==> config.mk <==
export PLATFORM = sky130hd
export DESIGN_NAME = layer_sequencer
export DESIGN_NICKNAME = d
export VERILOG_FILES = /design/src/rtl/layer_sequencer.sv
export SDC_FILE = /design/constraint.sdc
export NUM_CORES = 1
export LEC_CHECK = 0
export CORE_AREA = 2 2 39 41
export DETAILED_ROUTE_END_ITERATION = 8
export DIE_AREA = 0 0 41 43
export PLACE_DENSITY = 0.8
export SKIP_CTS_REPAIR_TIMING = 1
export SLEW_MARGIN = 20
export SYNTH_ARGS = -nofsm -noshare
export SYNTH_HDL_FRONTEND = slang
export SYNTH_SLANG_ARGS = --single-unit
==> constraint.sdc <==
create_clock -name clk -period 1.31 [get_ports clk]
set_input_delay 0.262 -clock clk [delete_from_list [all_inputs] [get_ports clk]]
set_output_delay 0.262 -clock clk [all_outputs]
set_load 0.01 [all_outputs]
==> src/rtl/layer_sequencer.sv <==
// Runs NUM_LAYERS layer engines strictly in order behind one host start/busy/done handshake.
// Optional per-wait-state watchdog is compiled in with `define LAYER_SEQ_TIMEOUT_EN.
module layer_sequencer #(
  parameter int NUM_LAYERS     = 4,
  parameter int LAYER_W        = 2,
  parameter int TIMEOUT_CYCLES = 65535
) (
  input  logic                  clk,
  input  logic                  rst,
  input  logic                  start,
  input  logic [NUM_LAYERS-1:0] layer_busy,
  input  logic [NUM_LAYERS-1:0] layer_valid,
  output logic [NUM_LAYERS-1:0] layer_start,
  output logic                  busy,
  output logic                  done,
  output logic [LAYER_W-1:0]    cur_layer,
  output logic                  result_valid,
  output logic                  error
);

  typedef enum logic [2:0] {
    S_IDLE, S_LAUNCH, S_WAIT_BUSY, S_RUN, S_NEXT, S_DONE, S_ERROR
  } state_t;

  state_t                state, state_nx;
  logic [LAYER_W-1:0]    layer_q, layer_nx;
  logic [NUM_LAYERS-1:0] sel;
  logic                  sel_busy;
  logic                  is_last;
  logic                  wd_expired;

  // Only the last engine's valid is observed; the rest are intentionally dropped.
  logic valid_unused;
  assign valid_unused = ^layer_valid;

  always_comb begin
    for (int i = 0; i < NUM_LAYERS; i++) begin
      sel[i] = (layer_q == LAYER_W'(i));
    end
    sel_busy = |(layer_busy & sel);
    is_last  = (layer_q == LAYER_W'(NUM_LAYERS - 1));
  end

`ifdef LAYER_SEQ_TIMEOUT_EN
  logic [15:0] wd_cnt;

  assign wd_expired = (wd_cnt == 16'(TIMEOUT_CYCLES - 1));

  always_ff @(posedge clk) begin
    if (rst) begin
      wd_cnt <= '0;
    end else if ((state_nx == S_WAIT_BUSY && state != S_WAIT_BUSY) ||
                 (state_nx == S_RUN && state != S_RUN)) begin
      wd_cnt <= '0;
    end else if (state == S_WAIT_BUSY || state == S_RUN) begin
      wd_cnt <= wd_cnt + 16'd1;
    end
  end
`else
  localparam int timeout_unused = TIMEOUT_CYCLES;
  assign wd_expired = 1'b0;
`endif

  // NOTE: sequential state uses non-blocking assignments so every register
  // samples pre-edge values, independent of process ordering.
  always_ff @(posedge clk) begin
    if (rst) begin
      state   <= S_IDLE;
      layer_q <= '0;
    end else begin
      state   <= state_nx;
      layer_q <= layer_nx;
    end
  end

  // NOTE: defaults first, so every path assigns every variable and no latch is inferred.
  always_comb begin
    state_nx = state;
    layer_nx = layer_q;
    unique case (state)
      S_IDLE, S_ERROR: begin
        if (start) begin
          state_nx = S_LAUNCH;
          layer_nx = '0;
        end
      end
      S_LAUNCH: state_nx = S_WAIT_BUSY;
      S_WAIT_BUSY: begin
        if (sel_busy)        state_nx = S_RUN;
        else if (wd_expired) state_nx = S_ERROR;
      end
      S_RUN: begin
        if (!sel_busy)       state_nx = S_NEXT;
        else if (wd_expired) state_nx = S_ERROR;
      end
      S_NEXT: begin
        if (is_last) begin
          state_nx = S_DONE;
        end else begin
          state_nx = S_LAUNCH;
          layer_nx = layer_q + LAYER_W'(1);
        end
      end
      S_DONE: begin
        state_nx = S_IDLE;
        layer_nx = '0;
      end
      default: state_nx = S_IDLE;
    endcase
  end

  // Moore decode; result_valid is the only output that passes an input straight through.
  always_comb begin
    layer_start  = (state == S_LAUNCH) ? sel : '0;
    busy         = state inside {S_LAUNCH, S_WAIT_BUSY, S_RUN, S_NEXT, S_DONE};
    done         = (state == S_DONE);
    cur_layer    = layer_q;
    result_valid = (state == S_RUN) && is_last && layer_valid[NUM_LAYERS-1];
`ifdef LAYER_SEQ_TIMEOUT_EN
    error        = (state == S_ERROR);
`else
    error        = 1'b0;
`endif
  end

endmodule

# After elaboration in Yosys (flattened, before gate mapping)
# Index checks and enable logic that the tools add are counted.
# op_classes
n_reduce_logical	10
bitwise_logic	1
add_sub_neg	1
n_eq_ne	13
mux	9
# ops
operator	count
$pmux 3 s5	1
$mux 3	4
$eq 3x3->1 const B	3
$ne 2x2->1 const B	4
$eq 3x2->1 const B	2
$pmux 2 s3	1
$reduce_and 3->1	2
$reduce_bool 5->1	1
$and 4x4->4	1
$eq 2x2->1 const B	2
$mux 2	2
$mux 4	1
$reduce_or 4->1	1
$eq 3x1->1 const B	1
$logic_not 3->1	1
$reduce_bool 3->1	1
$add 2x1->2 const B	1
$eq 2x1->1 const B	1
$logic_and 1x1->1	2
$logic_not 2->1	1
$reduce_or 2->1	1
# totals
regBits	5
in_bits	11

# Depth between registers and ports, before layout
# depth
word_depth	5
mapped_depth	5
mapped_depth_nobuf	5

# Least setup slack after synthesis
# Ideal clock, no wire load.
# synth_timing
kind	reg2reg
startpoint	register layer_q[0] (netlist: cur_layer[0])
endpoint	register state[0]
required_time_ps	1193
setup_time_ps	117
setup_slack_ps	10
path_stages_with_launch	6
path_buffers	0
arrival_ps	1183
period_less_slack_ps	1300
path_cell_list	dfxtp_1 inv_1 ha_1 a22oi_1 nand2_1 a22o_1
# synth_between
elab_chain_len	5
# synth_rtl
item	line_no	rtl
start, declared	26	logic [LAYER_W-1:0] layer_q, layer_nx;
start signal, assigned	72	layer_q <= layer_nx;
$eq 2x1->1, or another cell as far along	38	sel[i] = (layer_q == LAYER_W'(i));
$and 4x4->4 (*)	40	sel_busy = |(layer_busy & sel);
$reduce_or 4->1 (*)	40	
$ne 2x2->1 (no line)	--	
$reduce_and 3->1 (no line) (*)	--	
end signal, assigned	71	state <= state_nx;
end, declared	25	state_t state, state_nx;
# Every way passes the cells marked *; elsewhere a longest branch is shown, timed or not.
# A chain may end at the register's enable or synchronous reset.

# Worst setup path in the final report
# layout_timing
startpoint	register state[2]
endpoint	output port layer_start[1]
# layout_between
elab_chain_len	2
# layout_rtl
item	line_no	rtl
$eq 3x1->1	114	layer_start = (state == S_LAUNCH) ? sel : '0;
$mux 4	114	
end, declared	13	output logic [NUM_LAYERS-1:0] layer_start,
# No other way between the ends.

==> impl_metrics.csv <==
group,metric,value,unit
floorplanning,start_util,31.0,%
floorplanning,row_count,14,
timing,fin_tns_setup,-0.592,ns
synth,synth_seq_area_share,23.3,%
clock_network,clk_latency,0.24,ns
global_route,grt_pass1_wl,1820,um
critical_path,crit_fanout,2,
timing,slew_violations,0,
global_route,grt_max_degree,11,
synth,synth.avg_cell_area,8.10,um2
power,leakage,0.366,nW
global_route,grt_overflow,0,
timing,fin_crit_sh,116,%
timing,setup_viol,5,
layout,mostFrequentLayoutCells,"9 x buf_6, 9 x buf_4, 7 x clkdlybuf4s50_1, 4 x nor2_1, 4 x buf_2",
timing,fin_ws,-0.208,ns
clock_network,cts.clk_slew.worst_paths,0.05,ns
timing,finClkSkew,0.00510,ns
drt,drt_iter0_drc,13,
power,power.internal,0.000387,W
synth,synthCells,53,
power,power_density,672,nW/um2
floorplanning,die_area,1760,um2
clock_network,cts_buffers,3,
worst_hold_path,hold_start,"state[0]",
critical_path,crit_buf_inv,3,
critical_path,crit_path_frequent_cell,"buf_6",
placement,place_ws,-0.365,ns
worst_hold_path,min_path_type,"reg -> reg",
run,cap_violations,0,
layout,num-nets-final,100,
critical_path,setup.worst_path.end_class,"output pin",
critical_path,cp_slowest_stage_delay,0.32,ns
critical_path,slowest_stage,"dfxtp_2",
critical_path,required,1.05,ns
clock_network,clockBufferDepth,2,
critical_path,r2r_start,"state[1]",
drt,drt-vias-per-instance,5.30,
layout,antennaDiodeCount,0,
floorplanning,coreArea,1380,um2
critical_path,path_cells,"nand2b_4, nor2_4, buf_6, buf_6, and2_4, buf_6",
drt,first_pass_iters,4,
critical_path,worstSetupStartpointType,"register",
floorplanning,num_io_pins,21,
synth,syn_nets,68,
drt,drcViolationCount,0,
clock_network,cts_tree,"built",
timing,rsz0062_at_grt,"true",
layout,drive_above_1_share,53.6,%
power,seqPwrFrac,30.7,%
critical_path,cp-startpoint,"state[2]",
power,comb_power_share,36.3,%
clock_network,clock-sinks,5,
drt,routed_wl,1380,um
drt,vias,530,
clock_network,cts_root_buffer,"clkbuf_4",
placement,gp_congestion,0.824,
timing,fmax,0.659,GHz
global_route,antenna_found_initial,0,
critical_path,critPathTopFamily,"simple AND/OR/NAND/NOR gates",
clock_network,htree_levels,1,
status,violations,"negative setup slack",
synth,synth_area,429,um2
placement,dpl.hpwl,883,um
critical_path,worstPathArrival,1.26,ns
global_route,grt_use_total,14.9,%
global_route,grt_pass1_vias,448,
power,peakVddDrop,0.000507,V
drt,routedWlPerCell,13.8,um
placement,place.port_buffers,16,
layout,fin_util,58.2,%
power,switching_share,28.6,%
layout,areaGrowthSynthToFinish,87.8,%
power,p_switching,0.000155,W
timing,hold_violations,0,
floorplanning,die-height,43,um
status,status,"complete, but fails checks",
critical_path,worstSetupPathType,"reg -> out",
timing,fin_crit,1.52,ns
synth,synth_warnings,0,
synth,synth.distinct_cells,32,
power,power.share.clock,33.0,%
synth,ys_seq_elements,5,
drt,ant_nets,0,
critical_path,rrSetupSlack,0.02,ns
floorplanning,die_x,41,um
## logic make-up after synthesis
logic type / Yosys count / share of synthesized area (%)
AND/OR/NAND/NOR: 25 / 33.5
AO/OA/AOI/OAI: 10 / 17.5
buffers and inverters: 7 / 10.5
adder cells (fa/ha/maj): 5 / 14.3
flip-flops: 5 / 23.3
other: 1 / 0.874
## path summary, 6_finish.rpt
path | end | cells past startpoint
worst max-delay path | layer_start[1] | 6
worst min-delay path | state[2] | 3
worst max register to register | state[0] | 5
worst min register to register | state[2] | 3
## synthesized netlist by cell type, drive strengths merged
cell type	count	area share, %
a31o	1	2.0
and3	2	3.2
nor3	1	1.2
o2111ai	1	2.0
o31ai	1	1.7
nor4b	1	2.0
dfxtp	5	23
nand3	1	1.2
or2b	1	1.7
buf	4	7.3
ha	4	12
a21oi	1	1.2
nor2	6	5.2
a22o	1	2.0
nand2	2	1.7
nand2b	4	6.4
nand4b	1	2.0
a22oi	2	3.5
a32o	1	2.3
and2	4	5.8
nor4	1	1.5
a31oi	1	1.5
conb	1	0.87
nand4	1	1.5
maj3	1	2.6
o21ai	1	1.2
inv	3	3.2
## routing by layer
metal | share of wire (%) | vias up | GRT usage, % | routed length [um]
met5 | 0 | - | 0 | 0
li1 | - | 248 | - | -
met3 | 7.0 | 2 | 6.28 | 97
met4 | 0.94 | 0 | 0 | 13
met1 | 34 | 255 | 18.1 | 476
met2 | 57 | 25 | 25.0 | 793
## registers in the layout (all words and copies together), names as in the netlist
signal	cells
state	3
cur_layer	2
## power by group through the flow
stage	sequential (W)	clock, W	combinational (W)
after floorplan	0.000166	0	0.0000786
after global placement	0.000166	0	0.000144
after detailed placement	0.000166	0	0.000147
after CTS	0.000164	0.000184	0.000148
after global routing	0.000167	0.000192	0.000209
final	0.000166	0.000179	0.000197
## worst reg2reg max path: cells and delay by family (launching register included)
family | cells | cell delay (ns)
fa+ha+maj | 1 | 0.30
buf+inv | 3 | 0.30
compound gates | 1 | 0.22
flops | 1 | 0.36
## stage by stage
step,total power (W),hold slack (ns),std cells,instance area (um2)
floorplan,0.000244,0.469,53,429
global route,0.000568,0.646,100,806
detailed placement,0.000314,0.618,91,653
finish,0.000542,0.628,100,806
global placement,0.000310,0.614,91,653
CTS,0.000495,0.626,95,679
## area by class of cell
type / count / area [um2]
clock buffers: 4 / 26.3
repair buffers: 31 / 284
fillers: 128 / 578
well taps: 16 / 20.0
inverters: 3 / 13.8
multi-input cells: 41 / 350
flip-flops and latches: 5 / 111
(Power assumes the default switching activity.)
